--- config.mk ---
export PLATFORM = sky130hd
export DESIGN_NAME = desk_clock_timekeeper
export DESIGN_NICKNAME = d
export VERILOG_FILES = /design/src/rtl/desk_clock_timekeeper.sv
export SDC_FILE = /design/constraint.sdc
export NUM_CORES = 1
export LEC_CHECK = 0
export ABC_AREA = 1
export CORE_UTILIZATION = 50
export DETAILED_ROUTE_END_ITERATION = 7
export PLACE_DENSITY = 0.76
export SYNTH_ARGS = -nofsm -noshare
export SYNTH_HDL_FRONTEND = slang
export SYNTH_SLANG_ARGS = --single-unit
--- constraint.sdc ---
create_clock -name clk -period 1.5 [get_ports clk]
set_input_delay 0.3 -clock clk [delete_from_list [all_inputs] [get_ports clk]]
set_output_delay 0.3 -clock clk [all_outputs]
set_load 0.01 [all_outputs]
--- src/rtl/desk_clock_timekeeper.sv ---
// BCD time-of-day counter with 1 s prescaler, two-button set mode and 12/24 h display mapping.
// Time/mode update one cycle after the sampled tick or button; hour12 acts combinationally; no backpressure.
module desk_clock_timekeeper #(
   parameter int CLK_DIV = 32768
) (
   input  logic       clk,
   input  logic       rst,
   input  logic       ena,
   input  logic       set_btn,
   input  logic       inc_btn,
   input  logic       hour12,
   output logic [7:0] sec_bcd,
   output logic [7:0] min_bcd,
   output logic [7:0] hr_bcd,
   output logic       pm,
   output logic [1:0] mode,
   output logic       sec_strobe
);

   localparam int PW = (CLK_DIV > 2) ? $clog2(CLK_DIV) : 1;
   localparam logic [PW-1:0] PRESC_MAX = PW'(CLK_DIV - 1);

   typedef enum logic [1:0] {
      RUN     = 2'd0,
      SET_HR  = 2'd1,
      SET_MIN = 2'd2
   } mode_t;

   mode_t         state, next_state;
   logic [PW-1:0] presc;
   logic [7:0]    sec, min, hr;
   logic          strobe;

   function automatic logic [7:0] inc_mod60(input logic [7:0] v);
      if (v[3:0] == 4'd9)
         return (v[7:4] == 4'd5) ? 8'h00 : {v[7:4] + 4'd1, 4'd0};
      else
         return {v[7:4], v[3:0] + 4'd1};
   endfunction

   function automatic logic [7:0] inc_mod24(input logic [7:0] v);
      if (v == 8'h23)
         return 8'h00;
      else if (v[3:0] == 4'd9)
         return {v[7:4] + 4'd1, 4'd0};
      else
         return {v[7:4], v[3:0] + 4'd1};
   endfunction

   always_ff @(posedge clk) begin
      if (rst) begin
         state <= RUN;
      end else begin
         state <= next_state;
      end
   end

   always_comb begin
      next_state = state;
      case (state)
         RUN:     if (set_btn) next_state = SET_HR;
         SET_HR:  if (set_btn) next_state = SET_MIN;
         SET_MIN: if (set_btn) next_state = RUN;
         default: next_state = RUN;
      endcase
   end

   always_ff @(posedge clk) begin
      if (rst) begin
         presc  <= '0;
         sec    <= 8'h00;
         min    <= 8'h00;
         hr     <= 8'h00;
         strobe <= 1'b0;
      end else begin
         strobe <= 1'b0;
         case (state)
            RUN: begin
               if (set_btn) begin
                  // Entering SET_HR: seconds restart from zero.
                  sec   <= 8'h00;
                  presc <= '0;
               end else if (ena) begin
                  if (presc == PRESC_MAX) begin
                     presc  <= '0;
                     strobe <= 1'b1;
                     sec    <= inc_mod60(sec);
                     if (sec == 8'h59) begin
                        min <= inc_mod60(min);
                        if (min == 8'h59) hr <= inc_mod24(hr);
                     end
                  end else begin
                     presc <= presc + PW'(1);
                  end
               end
            end
            SET_HR: begin
               presc <= '0;
               if (inc_btn && !set_btn) hr <= inc_mod24(hr);
            end
            SET_MIN: begin
               presc <= '0;
               if (inc_btn && !set_btn) min <= inc_mod60(min);
            end
            default: presc <= '0;
         endcase
      end
   end

   // 12-hour view: 00 shows as 12, 13..23 fold down to 01..11.
   always_comb begin
      hr_bcd = hr;
      pm     = 1'b0;
      if (hour12) begin
         pm = (hr >= 8'h12);
         case (hr)
            8'h00:   hr_bcd = 8'h12;
            8'h13:   hr_bcd = 8'h01;
            8'h14:   hr_bcd = 8'h02;
            8'h15:   hr_bcd = 8'h03;
            8'h16:   hr_bcd = 8'h04;
            8'h17:   hr_bcd = 8'h05;
            8'h18:   hr_bcd = 8'h06;
            8'h19:   hr_bcd = 8'h07;
            8'h20:   hr_bcd = 8'h08;
            8'h21:   hr_bcd = 8'h09;
            8'h22:   hr_bcd = 8'h10;
            8'h23:   hr_bcd = 8'h11;
            default: hr_bcd = hr;
         endcase
      end
   end

   assign sec_bcd    = sec;
   assign min_bcd    = min;
   assign mode       = state;
   assign sec_strobe = strobe;

endmodule

==> flow_summary.yaml, run 1 <==
drt:
  num_vias: 3195
  wirelength_um: 8880
  drcViolationCount: 0
  ant_nets: 0
  drtIter0Drc: 240
  via_per_inst: 5.48
  dr.pass1.iters: 5
  wl_per_cell_um: 15.2
power_and_ir_drop:
  clockPowerShare: 0.379
  total_power_uw: 2430
  leakage_uw: 0.00194
  p_int_uw: 1780
  power_density_nw_per_um2: 595
  seqPwrFrac: 0.471
  combPwrFrac: 0.150
  netSwitchingFraction: 0.270
  max-vdd-ir-drop_uv: 468
  p_sw_uw: 656
die:
  num_rows: 25
  die_w_um: 73.3
  ioPinCount: 34
  die_h_um: 73.3
  coreArea_sq_um: 4820
  initial_core_util: 0.527
  die_area_sq_um: 5370
run_status:
  status: "finished with violations"
  violations: "setup timing"
yosys:
  syn_inst: 400
  synth_warnings: 0
  synth_seq_cells: 42
  syn_area_per_cell_sq_um: 6.35
  synth_area_sq_um: 2540
  ys_types: 31
  seq_area_frac_synth: 0.331
  synth_nets: 415
timing:
  max_freq_mhz: 498
  worst_slack_ns: -0.509
  worst_slew_pin_slew_ns: 0.562
  drv_slew: 0
  fin_crit_sh: 1.34
  hold_violations: 0
  slew_headroom: 0.622
  finClkSkew_ns: 0.0148
  setup_viol: 23
  period_minus_slack_ns: 2.01
  rsz0062_at_grt: "yes"
worst_setup_path:
  path_class: "register to output pin"
  reg2reg_to: "hr[0]"
  end_kind: "output pin"
  regToRegSetupSlack_ns: -0.18
  r2r_start: "presc[12]"
  critPathLaunchType: "register"
  cp.required_ns: 1.20
  r2r_cells: 10
  cp.arrival_ns: 1.71
  path_max_fanout: 5
global_route:
  gr-total-overflow: 0
  grt_pass1_wl_um: 11200
  grt_pass1_vias: 2723
  grt_max_degree: 14
  antenna_found_initial: 0
  grt_usage: 0.265
hold_path:
  min_from: "set_btn"
  hp-class: "primary input to register"
  hold_depth: 3
  min_to: "mode[1]"
clock_network:
  htree_levels: 2
  clock_path_buffers: 2
  clk_pin_slew_ns: 0.08
  clock_latency_ns: 0.31
  cts_tree: "yes"
  clock-sinks: 42
  clockRootBuffer: "clkbuf_8"
  numCtsBuffers: 5
finish:
  layout-drive-gt1-share: 0.432
  antenna_cells: 0
  nNetsFinal: 530
  syn2layout_area_growth_pct: 60.8
placement:
  gp_congestion: 0.968
  dpl.hpwl_um: 4720
  dp_slack_ns: -0.586
  io_buffer_count: 33
job:
  drv_cap: 0
[worst max-delay path by stage]
stage	cells past startpoint	end	slack, ns	startpoint
floorplan	12	hr_bcd[4]	-0.02	hr[5]
global placement	12	hr_bcd[3]	-0.51	hr[5]
detailed placement	12	hr_bcd[4]	-0.59	hr[7]
CTS	13	hr_bcd[1]	-0.47	hr[5]
global route	13	hr_bcd[1]	-0.62	hr[5]
finish	13	hr_bcd[1]	-0.51	hr[5]
[metal layers]
| metal | track usage | wire (um) |
|---|---|---|
| met5 | 0 | 0 |
| met4 | 0.0980 | 424 |
| met3 | 0.0466 | 557 |
| met2 | 0.488 | 4470 |
| met1 | 0.305 | 3420 |
[critical path, cell delays in order (launching register included)]
cell,delay (ns)
dfxtp_2,0.35
inv_2,0.09
ha_4,0.14
inv_4,0.03
nor2_4,0.14
nand3_2,0.09
nand2_2,0.09
nor2_2,0.04
nand2_2,0.09
nand2_2,0.08
nand2_1,0.08
nand2_1,0.05
inv_2,0.05
buf_6,0.09
[flip-flops by register name (all words and copies together), names as in the netlist]
name / cells
presc: 15
hr: 8
min_bcd: 8
sec_bcd: 8
mode: 2
sec_strobe: 1
[metrics by stage]
step | area [sq um] | instances | setup TNS [ns] | hold slack (ns) | utilization
after global placement | 3500 | 566 | -14.69 | 0.433 | 0.727
after global routing | 4090 | 583 | -6.28 | 0.414 | 0.848
final | 4090 | 583 | -3.68 | 0.391 | 0.848
after CTS | 3730 | 578 | -2.42 | 0.454 | 0.774
after detailed placement | 3500 | 566 | -16.19 | 0.442 | 0.727
after floorplan | 2580 | 400 | -0.0355 | 0.393 | -
[synth_stat cells]
| cell | instances | area share |
|---|---|---|
| xnor2_1 | 3 | 0.010 |
| nor2_1 | 72 | 0.11 |
| nor3_1 | 9 | 0.018 |
| nor2_2 | 2 | 0.0049 |
| nor4_1 | 1 | 0.0025 |
| o31ai_1 | 1 | 0.0030 |
| nand3_1 | 34 | 0.067 |
| ha_1 | 9 | 0.044 |
| dfxtp_1 | 42 | 0.33 |
| buf_6 | 1 | 0.0044 |
| a21boi_0 | 1 | 0.0030 |
| buf_1 | 1 | 0.0015 |
| o21a_1 | 1 | 0.0030 |
| nand2_2 | 6 | 0.015 |
| a21oi_1 | 21 | 0.041 |
| a211oi_1 | 2 | 0.0059 |
| o21bai_1 | 1 | 0.0030 |
| o21ai_0 | 14 | 0.028 |
| nor2_4 | 2 | 0.0089 |
| nand2_4 | 2 | 0.0089 |
| xor2_1 | 9 | 0.031 |
| buf_2 | 1 | 0.0020 |
| inv_1 | 58 | 0.086 |
| nand4_1 | 3 | 0.0074 |
| nor3_4 | 1 | 0.0064 |
| a21oi_2 | 1 | 0.0034 |
| nand3b_1 | 1 | 0.0030 |
| or2_2 | 2 | 0.0049 |
| clkbuf_1 | 3 | 0.0044 |
| clkinv_2 | 1 | 0.0020 |
| nand2_1 | 95 | 0.14 |
[timing repair]
action                                  4_1_cts  5_1_grt
buffers inserted                              3        5
resized for setup                            92       96
endpoints found under the setup margin       55       36
cloned                                        1        0
pin swaps                                    13       25
hold buffers                                  0        0
[cells in the final DEF, fill, tap and decap left out, drive strengths merged, types with 10 or more instances in the layout]
master / synthesis / final
nor3: 10 / 10
buf: 3 / 86
dfxtp: 42 / 42
dlygate4sd2: 0 / 20
nor2: 76 / 76
nand2: 103 / 104
inv: 58 / 60
nand3: 34 / 34
o21ai: 14 / 14
a21oi: 22 / 22
[power groups by stage]
stage,clock (uW),sequential (uW),combinational (uW)
after floorplan,0,1170,123
after global placement,0,1160,253
after detailed placement,0,1160,260
after CTS,907,1140,270
after global routing,966,1150,388
final,923,1140,365
[area by class of cell]
class                           count  area (sq um)
Clock buffer                        6          72.6
Clock inverter                      2          36.3
Fill cell                         264           732
Inverter                           59           229
Multi-Input combinational cell    294          1880
Sequential cell                    42           871
Tap cell                           67          83.8
Timing Repair Buffer              113           912
[kinds of logic after synthesis]
| group | after synthesis | synth area share |
|---|---|---|
| simple gates | 230 | 0.393 |
| buf+inv | 65 | 0.100 |
| compound gates | 42 | 0.0902 |
| flops | 42 | 0.331 |
| xor+xnor | 12 | 0.0414 |
| fa+ha+maj | 9 | 0.0443 |
Note: power is estimated with default switching activity, not from simulation.
==> run 2: changes to the inputs <==
--- a/config.mk
+++ b/config.mk
@@ -8,7 +8,9 @@
 export ABC_AREA = 1
 export CORE_UTILIZATION = 50
 export DETAILED_ROUTE_END_ITERATION = 7
+export GPL_TIMING_DRIVEN = 0
 export PLACE_DENSITY = 0.76
+export SETUP_SLACK_MARGIN = 0.5
 export SYNTH_ARGS = -nofsm -noshare
 export SYNTH_HDL_FRONTEND = slang
 export SYNTH_SLANG_ARGS = --single-unit
==> run 2 against run 1 <==
- the run still ends with setup timing left
- setup slack worse by 0.34 ns
- critical path depth down 2
- clock power down 13%
- register-to-register slack worse by 0.08 ns
- highest routed layer unchanged
- critical endpoint unchanged
==> flow_summary.yaml, run 2 (synthesis results as in run 1) <==
drt:
  wl_per_cell_um: 21.9
  drcViolationCount: 0
  num_vias: 3714
  via_per_inst: 6.29
  dr.pass1.iters: 6
  drtIter0Drc: 483
  wirelength_um: 12900
  ant_nets: 0
clock_network:
  cts_hold_buf: 0
  clk_pin_slew_ns: 0.10
  clockRootBuffer: "clkbuf_8"
  clock_latency_ns: 0.32
  clock-sinks: 42
  htree_levels: 2
  numCtsBuffers: 5
  cts_tree: "yes"
  clock_path_buffers: 2
global_route:
  antenna_found_initial: 0
  grt_max_degree: 15
  grt_pass1_vias: 2935
  gr-total-overflow: 0
  grt_pass1_wl_um: 12700
  grt_usage: 0.300
finish:
  final_cell_mix: "buf_6 (62), nand2_1 (59), nor2_1 (46), buf_4 (42), inv_1 (37)"
  antenna_cells: 0
  syn2layout_area_growth_pct: 80.2
  postLayoutCellArea_sq_um: 4580
  num-fill-cells: 136
  final_common_cell: "buf_6"
  seq_area_sq_um: 931
  final_cells: 590
  regMostFlops: "presc"
  layout-drive-gt1-share: 0.595
  nNetsFinal: 537
  largest_reg_flops: 15
  multi_input_area_sq_um: 2110
worst_setup_path:
  cp.arrival_ns: 2.05
  critPathLaunchType: "register"
  path_class: "register to output pin"
  path_max_fanout: 7
  end_kind: "output pin"
  cp.required_ns: 1.20
timing:
  drv_slew: 0
  hold_violations: 0
  slew_headroom: 0.524
  rsz0062_at_grt: "yes"
  fin_crit_sh: 1.57
  worst_slew_pin_slew_ns: 0.714
  period_minus_slack_ns: 2.35
  finClkSkew_ns: 0.0254
  max_freq_mhz: 426
  tns_ns: -9.72
  setup_viol: 39
  worst_slack_ns: -0.849
placement:
  post-place-cells: 499
  dpl-instance-area_sq_um: 3180
  dp_slack_ns: -0.655
  dpl.hpwl_um: 4110
  io_buffer_count: 32
  gp_congestion: 0.831
die:
  coreArea_sq_um: 4820
  die_area_sq_um: 5370
  num_rows: 25
  initial_core_util: 0.527
  ioPinCount: 34
  die_w_um: 73.3
  die_h_um: 73.3
power_and_ir_drop:
  power_density_nw_per_um2: 518
  leakage_uw: 0.00205
  max-vdd-ir-drop_uv: 602
run_status:
  violations: "setup timing"
  status: "finished with violations"
job:
  drv_cap: 0
hold_path:
  hp-class: "primary input to register"
## run 2: cell type report
class | instances | area share
inverter | 59 | 0.0555
buffer | 6 | 0.00683
multi-input combinational | 293 | 0.460
clock buffer | 5 | 0.0150
sequential | 42 | 0.203
tap | 67 | 0.0183
timing repair buffer | 115 | 0.236
clock inverter | 3 | 0.00410
## run 2: metal layers
layer | share of wire | vias to the layer above | track usage
met1 | 0.34 | 1699 | 0.352
li1 | - | 1500 | -
met4 | 0.097 | 0 | 0.131
met2 | 0.47 | 367 | 0.540
met5 | 0 | - | 0
met3 | 0.096 | 148 | 0.0453
## run 2: power by group
| part | internal [uW] | switching, uW | leakage (uW) | total (uW) |
|---|---|---|---|---|
| combinational | 180 | 258 | 0.00164 | 438 |
| sequential | 1110 | 20.5 | 0.000363 | 1130 |
| clock | 330 | 477 | 0.0000483 | 807 |
## run 2: what timing repair did
action | 4_1_cts | 5_1_grt
endpoints found under the setup margin | 70 | 69
gates resized for setup | 271 | 81
buffers inserted | 53 | 29
cloned | 1 | 0
pin swaps | 50 | 48
## run 2: worst paths after layout
| kind | start | slack [ns] | cells past startpoint | to |
|---|---|---|---|---|
| setup / recovery | hr[1] | -0.85 | 11 | hr_bcd[1] |
| setup reg to reg | sec_bcd[5] | -0.26 | 11 | hr[6] |
| hold reg to reg | presc[13] | 0.49 | 2 | presc[13] |
| hold / removal | rst | 0.34 | 2 | mode[0] |
## run 2: stage by stage
| step | utilization | power [uW] | hold WS [ns] |
|---|---|---|---|
| final | 0.950 | 2370 | 0.341 |
| after global routing | 0.950 | 2410 | 0.342 |
| after global placement | 0.661 | 1400 | 0.433 |
| after detailed placement | 0.661 | 1400 | 0.442 |
| after CTS | 0.844 | 2210 | 0.285 |
| after floorplan | - | 1320 | 0.386 |
## run 2: worst max-delay path, cell delays in order, from the launching register on
cell and delay (ns):
dfxtp_2 0.46, nand2_1 0.21, nor2_2 0.22, nand2_1 0.12, nand2_1 0.13, nor2_2 0.07, nand2_4 0.09, nand2_2 0.10
nand2_1 0.11, nand2_1 0.07, inv_2 0.06, buf_6 0.09
==> run 3: changes to the inputs <==
--- a/config.mk
+++ b/config.mk
@@ -6,6 +6,7 @@
 export NUM_CORES = 1
 export LEC_CHECK = 0
 export ABC_AREA = 1
+export ABC_CLOCK_PERIOD_IN_PS = 1500
 export CORE_UTILIZATION = 50
 export DETAILED_ROUTE_END_ITERATION = 7
 export GPL_TIMING_DRIVEN = 0
==> results of run 3 <==
Final layout, timing and power as in run 2 (identical DEF).
